**config.mk**
```make
export PLATFORM = sky130hd
export DESIGN_NAME = pe_row_sequencer
export DESIGN_NICKNAME = d
export VERILOG_FILES = /design/src/rtl/pe_row_sequencer.sv
export SDC_FILE = /design/constraint.sdc
export NUM_CORES = 1
export LEC_CHECK = 0
export ABC_CLOCK_PERIOD_IN_PS = 3100
export CAP_MARGIN = 10
export CORE_ASPECT_RATIO = 1.5
export CORE_MARGIN = 10
export CORE_UTILIZATION = 45
export CTS_CLUSTER_DIAMETER = 40
export CTS_CLUSTER_SIZE = 12
export DETAILED_ROUTE_END_ITERATION = 8
export DONT_BUFFER_PORTS = 1
export GPL_TIMING_DRIVEN = 1
export PLACE_DENSITY_LB_ADDON = 0.05
export SLEW_MARGIN = 5
export SYNTH_ARGS = -nofsm -noshare
export SYNTH_HDL_FRONTEND = slang
export SYNTH_SLANG_ARGS = --single-unit
```
**constraint.sdc**
```tcl
create_clock -name clk -period 3.1 [get_ports clk]
set_input_delay 0.465 -clock clk [delete_from_list [all_inputs] [get_ports clk]]
set_output_delay 0.465 -clock clk [all_outputs]
set_load 0.01 [all_outputs]
```
**src/rtl/pe_row_sequencer.sv**
```systemverilog
// Row-stationary PE sequencer: counts filter/ifmap loads, then walks every output
// row through DEPTH_F MAC beats plus one psum-combine step, with ready/valid handshakes.
module pe_row_sequencer #(
    parameter int DEPTH_F = 5,
    parameter int DEPTH_I = 25,
    parameter int DEPTH_R = 21,
    parameter int ADDR_F  = 3,
    parameter int ADDR_I  = 5
) (
    input  logic              clk,
    input  logic              rst,
    input  logic              filter_wr,
    input  logic              ifmap_wr,
    output logic              mac_valid,
    input  logic              mac_ready,
    output logic [ADDR_F-1:0] filter_addr,
    output logic [ADDR_I-1:0] ifmap_addr,
    output logic              acc_clear,
    output logic              last_tap,
    output logic              psum_valid,
    input  logic              psum_ready,
    output logic [ADDR_I-1:0] row_idx,
    output logic              busy,
    output logic              done,
    output logic              load_err
);
    localparam int FC_W = $clog2(DEPTH_F + 1);
    localparam int IC_W = $clog2(DEPTH_I + 1);
    localparam logic [FC_W-1:0]   F_FULL = FC_W'(DEPTH_F);
    localparam logic [IC_W-1:0]   I_FULL = IC_W'(DEPTH_I);
    localparam logic [ADDR_F-1:0] J_LAST = ADDR_F'(DEPTH_F - 1);
    localparam logic [ADDR_I-1:0] R_LAST = ADDR_I'(DEPTH_R - 1);

    typedef enum logic [1:0] {IDLE, RUN, PSUM, DONE} state_t;

    state_t            state, state_n;
    logic [FC_W-1:0]   fcnt, fcnt_n;
    logic [IC_W-1:0]   icnt, icnt_n;
    logic [ADDR_I-1:0] i, i_n;
    logic [ADDR_F-1:0] j, j_n;

    // Next values of the registered outputs, decoded from the next state so the
    // outputs line up with the state they describe.
    logic              mac_valid_n, acc_clear_n, last_tap_n, psum_valid_n;
    logic              busy_n, done_n, load_err_n;
    logic [ADDR_F-1:0] filter_addr_n;
    logic [ADDR_I-1:0] ifmap_addr_n, row_idx_n;

    always_comb begin
        state_n = state;
        fcnt_n  = fcnt;
        icnt_n  = icnt;
        i_n     = i;
        j_n     = j;
        case (state)
            IDLE: begin
                if (fcnt == F_FULL && icnt == I_FULL) begin
                    state_n = RUN;
                    i_n     = '0;
                    j_n     = '0;
                end else begin
                    if (filter_wr && fcnt != F_FULL) fcnt_n = fcnt + 1'b1;
                    if (ifmap_wr && icnt != I_FULL)  icnt_n = icnt + 1'b1;
                end
            end
            RUN: begin
                if (mac_valid && mac_ready) begin
                    if (j == J_LAST) state_n = PSUM;
                    else             j_n     = j + 1'b1;
                end
            end
            PSUM: begin
                if (psum_valid && psum_ready) begin
                    if (i == R_LAST) begin
                        state_n = DONE;
                    end else begin
                        state_n = RUN;
                        i_n     = i + 1'b1;
                        j_n     = '0;
                    end
                end
            end
            DONE: begin
                state_n = IDLE;
                fcnt_n  = '0;
                icnt_n  = '0;
            end
            default: state_n = IDLE;
        endcase

        mac_valid_n   = (state_n == RUN);
        psum_valid_n  = (state_n == PSUM);
        busy_n        = mac_valid_n || psum_valid_n;
        done_n        = (state_n == DONE);
        filter_addr_n = mac_valid_n ? j_n : '0;
        ifmap_addr_n  = mac_valid_n ? (i_n + ADDR_I'(j_n)) : '0;
        acc_clear_n   = mac_valid_n && (j_n == '0);
        last_tap_n    = mac_valid_n && (j_n == J_LAST);
        row_idx_n     = busy_n ? i_n : '0;
        load_err_n    = (state != IDLE) && (filter_wr || ifmap_wr);
    end

    always_ff @(posedge clk) begin
        if (rst) begin
            state       <= IDLE;
            fcnt        <= '0;
            icnt        <= '0;
            i           <= '0;
            j           <= '0;
            mac_valid   <= 1'b0;
            filter_addr <= '0;
            ifmap_addr  <= '0;
            acc_clear   <= 1'b0;
            last_tap    <= 1'b0;
            psum_valid  <= 1'b0;
            row_idx     <= '0;
            busy        <= 1'b0;
            done        <= 1'b0;
            load_err    <= 1'b0;
        end else begin
            state       <= state_n;
            fcnt        <= fcnt_n;
            icnt        <= icnt_n;
            i           <= i_n;
            j           <= j_n;
            mac_valid   <= mac_valid_n;
            filter_addr <= filter_addr_n;
            ifmap_addr  <= ifmap_addr_n;
            acc_clear   <= acc_clear_n;
            last_tap    <= last_tap_n;
            psum_valid  <= psum_valid_n;
            row_idx     <= row_idx_n;
            busy        <= busy_n;
            done        <= done_n;
            load_err    <= load_err_n;
        end
    end
endmodule
```
==> flow_metrics.py, run 1 <==
metrics = {
    "route": {
        "drcViolationCount": 0,
        "wl_per_cell_um": 15.1,
        "wirelength_um": 3540,
        "drtIter0Drc": 51,
        "num_vias": 1266,
        "ant_nets": 0,
        "drtPass1Iterations": 4,
        "viasPerCell": 5.41,
    },
    "global_route": {
        "overflow": 0,
        "grt_pass1_wl_um": 5940,
        "track_usage_pct": 10.3,
        "antenna_found_initial": 0,
        "grt_pass1_vias": 1267,
        "grt_max_degree": 22,
    },
    "synth": {
        "netlist_instances": 189,
        "synth_edf_count": 0,
        "synth_cell_types": 41,
        "ys_warn_count": 0,
        "avgSynthCellArea_sq_um": 9.42,
        "synth_ff_type": "dfxtp_1",
        "ys_seq_area_share_pct": 42.7,
        "syn_area_sq_um": 1780,
        "synth-seq-cells": 38,
        "synth_fp_nets": 210,
        "async_flop_share_pct": 0,
    },
    "clocking": {
        "cts_tree": "yes",
        "path_clk_slew_ps": 70,
        "cts_buffers": 5,
        "cts-resized-gates": 0,
        "cts.sinks": 38,
        "cts_max_level": 2,
        "cts_hold_buf": 0,
        "clk_latency_ps": 290,
        "clockBufferDepth": 2,
        "postCtsSetupRepairBufs": 0,
        "cts_root_buf": "clkbuf_8",
    },
    "floorplanning": {
        "dieArea_sq_um": 6920,
        "fp.dieH_um": 97.0,
        "start_util_pct": 47.5,
        "die_w_um": 71.4,
        "core_area_sq_um": 3750,
        "ios": 26,
        "rows": 27,
    },
    "setup_path": {
        "cp_data_arrival_time_ps": 2880,
        "slowest_stage": "dfxtp_1",
        "worstSetupStartpointType": "flip-flop",
        "cp_cell_sequence": "and4b_1 -> a221oi_4 -> a211oi_4 -> inv_1 -> ha_1 -> fa_1 -> a21oi_1 -> nor3_1 -> nor3_1",
        "crit_top_cell": "nor3_1",
        "max_stage_delay_ps": 540,
        "critPathKind": "reg -> reg",
        "worstPathRequired_ps": 3310,
        "worstSetupEndpointType": "flip-flop",
        "cp.buffers_inverters": 1,
        "critical-path-top-delay-family": "simple AND/OR/NAND/NOR gates",
        "crit_fanout": 10,
    },
    "placement": {
        "port_buffers": 0,
        "place.gp.congestion": 0.761,
        "dp_hpwl_um": 2760,
    },
    "status": {
        "outcome": "finished clean",
    },
    "final_layout": {
        "num_antenna_cells": 0,
        "nNetsFinal": 211,
        "layout_commonest_cell": "dfxtp_1",
        "drive_above_1_share_pct": 8.90,
        "mostFrequentLayoutCells": "dfxtp_1 (38), nor2_1 (32), inv_1 (14), ha_1 (14), nand3_1 (9)",
        "fin_util_pct": 51.4,
        "area_growth_pct": 8.29,
    },
    "sta": {
        "fin_crit_ps": 2670,
        "fin_crit_sh_pct": 86.3,
        "rsz0062_at_grt": "no",
        "slew_viol_final": 0,
        "fin_skew_ps": 4.54,
        "finalHoldViolCount": 0,
        "fin_hold_ws_ps": 237,
        "relSlewSlack_pct": 64.2,
        "tns_ps": 0,
        "setup_viol": 0,
        "worst_pin_slew_ps": 530,
        "fmax_mhz": 374,
    },
    "pwr": {
        "peakVddDrop_v": 0.000308,
        "p_total_uw": 1030,
        "leakagePower_uw": 0.000817,
        "power_density_nw_per_um2": 535,
    },
    "run": {
        "cap_violations": 0,
    },
    "worst_hold_path": {
        "holdCritPathClass": "in -> reg",
    },
}
[cell families after synthesis]
logic type / Yosys count / synth area share, %
XOR/XNOR: 8 / 3.94
buffers and inverters: 20 / 5.69
adder cells (fa/ha/maj): 15 / 11.0
AND/OR/NAND/NOR: 84 / 25.6
AO/OA/AOI/OAI: 24 / 11.1
flip-flops: 38 / 42.7
[path summary, 6_finish.rpt]
check	from	end	slack, ps	depth (start not counted)
worst max register to register	state[1]	ifmap_addr[4]	430	9
worst max-delay path	state[1]	ifmap_addr[4]	430	9
worst min-delay path	rst	psum_valid	240	1
worst min register to register	fcnt[1]	fcnt[1]	540	2
[Yosys cell counts (3+ instances only)]
library cell  number  share of area [%]
a21oi_1            7                2.0
buf_6              3                1.9
dfxtp_1           38                 43
ha_1              14                9.8
inv_1             14                3.0
nand2_1            5                1.1
nand2b_1           3                1.1
nand3_1            9                2.5
nand4_1            7                2.5
nand4b_1           3                1.5
nor2_1            32                6.7
nor2b_1            4                1.4
nor3_1             8                2.2
o21a_1             3                1.3
xor2_1             6                3.0
[layout make-up]
| type | count | area (sq um) |
|---|---|---|
| fillers | 354 | 1820 |
| well taps | 43 | 53.8 |
| multi-input cells | 131 | 918 |
| inverters | 14 | 52.6 |
| clock inverters | 2 | 60.1 |
| flip-flops and latches | 38 | 761 |
| clock buffers | 6 | 82.6 |
[worst register-to-register path, stage by stage (launching register included)]
cell	delay (ps)
dfxtp_1	540
and4b_1	460
a221oi_4	150
a211oi_4	320
inv_1	70
ha_1	220
fa_1	400
a21oi_1	190
nor3_1	60
nor3_1	180
[flip-flops by register name, summed over array words and instances, names as in the netlist]
name	flops
ifmap_addr	5
i	5
state	2
load_err	1
fcnt	3
done	1
acc_clear	1
psum_valid	1
icnt	5
last_tap	1
busy	1
row_idx	5
mac_valid	1
filter_addr	3
j	3
[report_power, final]
part	internal, uW	switching (uW)
sequential	493	5.38
clock	343	168
combinational	9.93	11.3
[stage by stage]
step | cells | setup slack, ps | instance area [sq um]
CTS | 234 | 429 | 1930
global placement | 226 | 495 | 1790
detailed placement | 226 | 464 | 1790
floorplan | 189 | 757 | 1780
finish | 234 | 425 | 1930
global route | 234 | 162 | 1930
[metal layers]
layer	wire length, um	track usage, %	vias to the layer above	share of wire (%)
met3	300	5.00	6	8.5
met5	0	0	-	0
met2	1840	18.6	27	52
met1	1350	9.33	588	38
li1	-	-	645	-
met4	57	4.46	0	1.6
Power figures use the tool's default switching activity.
==> inputs of run 2 (changes only) <==
--- a/config.mk
+++ b/config.mk
@@ -15,6 +15,7 @@
 export DETAILED_ROUTE_END_ITERATION = 8
 export DONT_BUFFER_PORTS = 1
 export GPL_TIMING_DRIVEN = 1
+export MAX_ROUTING_LAYER = met4
 export PLACE_DENSITY_LB_ADDON = 0.05
 export SLEW_MARGIN = 5
 export SYNTH_ARGS = -nofsm -noshare
==> run 2 against run 1 <==
  * Die area did not move
  * Critical path depth unchanged
  * Global-route usage up 0.27 points
  * Wire length about the same
  * Critical path type unchanged
  * Critical endpoint unchanged
  * Largest power group unchanged
==> flow_metrics.py, run 2 (same netlist as run 1, synthesis figures left out) <==
metrics = {
    "status": {
        "outcome": "finished clean",
    },
    "worst_hold_path": {
        "hold_path_end": "psum_valid",
        "min_path_cells": 1,
        "min_from": "rst",
        "holdCritPathClass": "in -> reg",
    },
    "final_layout": {
        "num_antenna_cells": 0,
        "layout_commonest_cell": "dfxtp_1",
        "nFillCells": 354,
        "mostFrequentLayoutCells": "dfxtp_1 (38), nor2_1 (32), inv_1 (14), ha_1 (14), nand3_1 (9)",
        "nNetsFinal": 211,
        "area_growth_pct": 8.29,
        "drive_above_1_share_pct": 8.90,
    },
    "clocking": {
        "cts.sinks": 38,
        "cts_tree": "yes",
        "cts_buffers": 5,
        "cts_root_buf": "clkbuf_8",
        "cts_hold_buf": 0,
        "cts_max_level": 2,
        "cts-resized-gates": 0,
        "path_clk_slew_ps": 70,
        "postCtsSetupRepairBufs": 0,
        "clk_latency_ps": 290,
        "clockBufferDepth": 2,
    },
    "route": {
        "drcViolationCount": 0,
        "drtPass1Iterations": 4,
        "drtIter0Drc": 46,
        "wl_per_cell_um": 15.1,
        "num_vias": 1265,
        "ant_nets": 0,
        "wirelength_um": 3540,
        "viasPerCell": 5.41,
    },
    "sta": {
        "rsz0062_at_grt": "no",
        "fin_skew_ps": 4.53,
        "setup_slack_ps": 418,
        "tns_ps": 0,
        "finalHoldViolCount": 0,
        "fin_crit_sh_pct": 86.5,
        "setup_viol": 0,
        "worst_pin_slew_ps": 530,
        "slew_viol_final": 0,
        "fin_crit_ps": 2680,
        "fmax_mhz": 373,
        "relSlewSlack_pct": 64.2,
    },
    "pwr": {
        "power_frac_clock_pct": 49.6,
        "internal_power_uw": 846,
        "combPwrFrac_pct": 2.1,
        "peakVddDrop_v": 0.000308,
        "p_switching_uw": 185,
        "power_density_nw_per_um2": 535,
        "switching_share_pct": 18.0,
        "leakagePower_uw": 0.000817,
        "seq_power_share_pct": 48.3,
    },
    "floorplanning": {
        "fp.dieH_um": 97.0,
        "dieArea_sq_um": 6920,
        "start_util_pct": 47.5,
        "core_area_sq_um": 3750,
        "rows": 27,
        "ios": 26,
        "die_w_um": 71.4,
    },
    "setup_path": {
        "cp.buffers_inverters": 1,
        "slowest_stage": "dfxtp_1",
        "cp_cell_sequence": "and4b_1 -> a221oi_4 -> a211oi_4 -> inv_1 -> ha_1 -> fa_1 -> a21oi_1 -> nor3_1 -> nor3_1",
        "crit_top_cell": "nor3_1",
        "critical-path-top-delay-family": "simple AND/OR/NAND/NOR gates",
        "critPathKind": "reg -> reg",
        "cp_data_arrival_time_ps": 2890,
        "r2r-end": "ifmap_addr[4]",
        "max_stage_delay_ps": 540,
        "reg2reg_slack_ps": 420,
        "crit_fanout": 10,
        "worstSetupEndpointType": "flip-flop",
        "worstReg2RegStart": "state[1]",
        "reg2reg_depth": 9,
        "worstSetupStartpointType": "flip-flop",
        "worstPathRequired_ps": 3310,
    },
    "placement": {
        "place.gp.congestion": 0.771,
        "place_ws_ps": 464,
        "port_buffers": 0,
        "dp_hpwl_um": 2760,
    },
    "global_route": {
        "antenna_found_initial": 0,
        "use_met1_pct": 9.51,
        "grt_pass1_vias": 1272,
        "track_usage_pct": 10.6,
        "grt_pass1_wl_um": 5950,
        "grt_util_met2_pct": 18.6,
        "grtUsageMet3_pct": 4.69,
        "grt_max_degree": 22,
        "top_usage_layer": "met2",
        "overflow": 0,
    },
    "run": {
        "cap_violations": 0,
    },
}
==> run 2: cell counts in the layout (fill, tap and decap cells not counted) <==
No cell type changed its count.
==> run 2: area by class of cell <==
type / instances / area (sq um) / area share (%)
clock inverters: 2 / 60.1 / 3.11
inverters: 14 / 52.6 / 2.73
well taps: 43 / 53.8 / 2.79
multi-input cells: 131 / 918 / 47.6
clock buffers: 6 / 82.6 / 4.28
flip-flops and latches: 38 / 761 / 39.5
==> run 2: metal layers <==
layer  up-vias  wire length [um]
met5         -                 0
met4         0                58
met3         7               286
met2        27              1840
met1       586              1350
li1        645                 -
==> run 2: worst register-to-register path, stage by stage (launching register included) <==
cell,delay [ps]
dfxtp_1,540
and4b_1,460
a221oi_4,160
a211oi_4,320
inv_1,70
ha_1,220
fa_1,400
a21oi_1,190
nor3_1,60
nor3_1,180
==> run 2: worst max path at each step <==
stage / startpoint / to / slack, ps / cells after the start
finish: state[1] / ifmap_addr[4] / 420 / 9
global route: icnt[0] / ifmap_addr[4] / 160 / 11
CTS: state[1] / ifmap_addr[4] / 430 / 9
detailed placement: state[1] / ifmap_addr[4] / 460 / 9
global placement: i[0] / ifmap_addr[3] / 500 / 12
floorplan: i[0] / ifmap_addr[3] / 760 / 12
==> run 2: power by group through the flow <==
stage               clock network [uW]  logic, uW  registers [uW]
floorplan                            0       21.5             509
global placement                     0       20.3             509
detailed placement                   0       21.9             510
CTS                                522       22.1             499
global route                       540       25.8             499
finish                             512       21.3             499
==> run 2: through the flow <==
stage	instances	total power [uW]	hold slack, ps	utilization [%]	instance area, sq um
after detailed placement	226	532	526	47.6	1790
final	234	1030	237	51.4	1930
after global routing	234	1060	227	51.4	1930
after CTS	234	1040	231	51.4	1930
after floorplan	189	530	481	-	1780
after global placement	226	530	501	47.6	1790
==> inputs of run 3 (changes only) <==
--- a/config.mk
+++ b/config.mk
@@ -5,7 +5,7 @@
 export SDC_FILE = /design/constraint.sdc
 export NUM_CORES = 1
 export LEC_CHECK = 0
-export ABC_CLOCK_PERIOD_IN_PS = 3100
+export ABC_CLOCK_PERIOD_IN_PS = 3300
 export CAP_MARGIN = 10
 export CORE_ASPECT_RATIO = 1.5
 export CORE_MARGIN = 10
==> constraint.sdc (replaced) <==
create_clock -name clk -period 3.3 [get_ports clk]
set_input_delay 0.495 -clock clk [delete_from_list [all_inputs] [get_ports clk]]
set_output_delay 0.495 -clock clk [all_outputs]
set_load 0.01 [all_outputs]
==> run 3 against run 2 <==
  * Largest cell class unchanged
  * Highest routed layer unchanged
  * Non-clock buffer count unchanged
  * Via count up 1.4%
  * Register-to-register slack better by 140 ps
  * Sequential share of layout area up 0.70 points
  * Power down 16%
  * Die area unchanged
==> flow_metrics.py, run 3 (same netlist as run 1, synthesis figures left out) <==
metrics = {
    "floorplanning": {
        "ios": 26,
        "core_area_sq_um": 3750,
        "start_util_pct": 47.5,
        "rows": 27,
        "fp.dieH_um": 97.0,
        "die_w_um": 71.4,
        "dieArea_sq_um": 6920,
    },
    "sta": {
        "fin_skew_ps": 6.28,
        "fin_crit_sh_pct": 83.2,
        "slew_viol_final": 0,
        "fmax_mhz": 364,
        "finalHoldViolCount": 0,
        "tns_ps": 0,
        "worst_pin_slew_ps": 559,
        "setup_viol": 0,
        "rsz0062_at_grt": "no",
        "fin_crit_ps": 2740,
        "relSlewSlack_pct": 62.2,
        "setup_slack_ps": 556,
    },
    "final_layout": {
        "layout_commonest_cell": "dfxtp_1",
        "num_antenna_cells": 0,
        "design_area_sq_um": 1890,
        "fin_util_pct": 50.5,
        "drive_above_1_share_pct": 8.90,
        "nFillCells": 373,
        "area_growth_pct": 6.40,
        "nNetsFinal": 211,
        "mostFrequentLayoutCells": "dfxtp_1 (38), nor2_1 (32), inv_1 (14), ha_1 (14), nand3_1 (9)",
    },
    "route": {
        "drtIter0Drc": 63,
        "num_vias": 1283,
        "drcViolationCount": 0,
        "ant_nets": 0,
        "wirelength_um": 3530,
        "drtPass1Iterations": 4,
        "wl_per_cell_um": 15.1,
        "viasPerCell": 5.48,
    },
    "pwr": {
        "peakVddDrop_v": 0.000357,
        "p_total_uw": 870,
        "leakagePower_uw": 0.000804,
        "power_density_nw_per_um2": 459,
    },
    "worst_hold_path": {
        "holdCritPathClass": "in -> reg",
    },
    "clocking": {
        "path_clk_slew_ps": 70,
        "cts_max_level": 2,
        "cts.sinks": 38,
        "clk_latency_ps": 290,
        "cts_buffers": 5,
        "cts-resized-gates": 0,
        "cts_hold_buf": 0,
        "postCtsSetupRepairBufs": 0,
        "cts_root_buf": "clkbuf_8",
        "cts_tree": "yes",
        "clockBufferDepth": 2,
    },
    "placement": {
        "place_ws_ps": 569,
        "port_buffers": 0,
        "place_area_sq_um": 1790,
        "place.gp.congestion": 0.747,
        "dp_hpwl_um": 2740,
    },
    "setup_path": {
        "cp_cell_sequence": "and4b_1 -> a221oi_4 -> a211oi_4 -> inv_1 -> ha_1 -> fa_1 -> a21oi_1 -> nor3_1 -> nor3_1",
        "max_stage_delay_ps": 530,
        "crit_top_cell": "nor3_1",
        "worstSetupStartpointType": "flip-flop",
        "crit_fanout": 10,
        "worstPathRequired_ps": 3510,
        "worstSetupEndpointType": "flip-flop",
        "cp_data_arrival_time_ps": 2950,
        "critPathKind": "reg -> reg",
        "slowest_stage": "dfxtp_1",
    },
    "global_route": {
        "antenna_found_initial": 0,
        "grt_pass1_wl_um": 6090,
        "grt_max_degree": 22,
        "grt_pass1_vias": 1288,
        "overflow": 0,
        "track_usage_pct": 10.9,
    },
    "status": {
        "outcome": "finished clean",
    },
    "run": {
        "cap_violations": 0,
    },
}
[run 3: cell type report]
type	instances	area (sq um)	share of cell area, %
multi-input combinational	131	918	48.5
sequential	38	761	40.2
clock buffer	5	68.8	3.63
tap	43	53.8	2.84
inverter	14	52.6	2.77
clock inverter	3	40.0	2.11
[run 3: worst paths after layout]
path | start | end | slack [ps] | depth (start not counted)
setup / recovery | state[1] | ifmap_addr[4] | 560 | 9
hold / removal | rst | busy | 270 | 1
setup reg to reg | state[1] | ifmap_addr[4] | 560 | 9
hold reg to reg | fcnt[1] | fcnt[1] | 540 | 2
[run 3: power by group]
part	internal [uW]	switching (uW)	total (uW)
combinational	9.14	10.3	19.4
sequential	463	5.06	468
clock	222	160	382
total	695	175	870
[run 3: worst max-delay path: cells and delay by family (launching register included)]
| family | cells | cell delay, ps |
|---|---|---|
| compound gates | 3 | 680 |
| simple gates | 3 | 720 |
| buf+inv | 1 | 80 |
| flops | 1 | 530 |
| fa+ha+maj | 2 | 650 |
[run 3: per-stage QoR]
stage                     instances  hold slack, ps
after global routing            234             252
after detailed placement        226             517
after CTS                       234             258
after floorplan                 189             481
after global placement          226             499
final                           234             267
[run 3: routing by layer]
layer  vias up  track usage, %  share of wire (%)
met5         -               -                  0
met4         0            4.90                1.7
met3         6            4.59                8.8
met2        38            18.7                 52
met1       594            10.2                 37
li1        645               -                  -
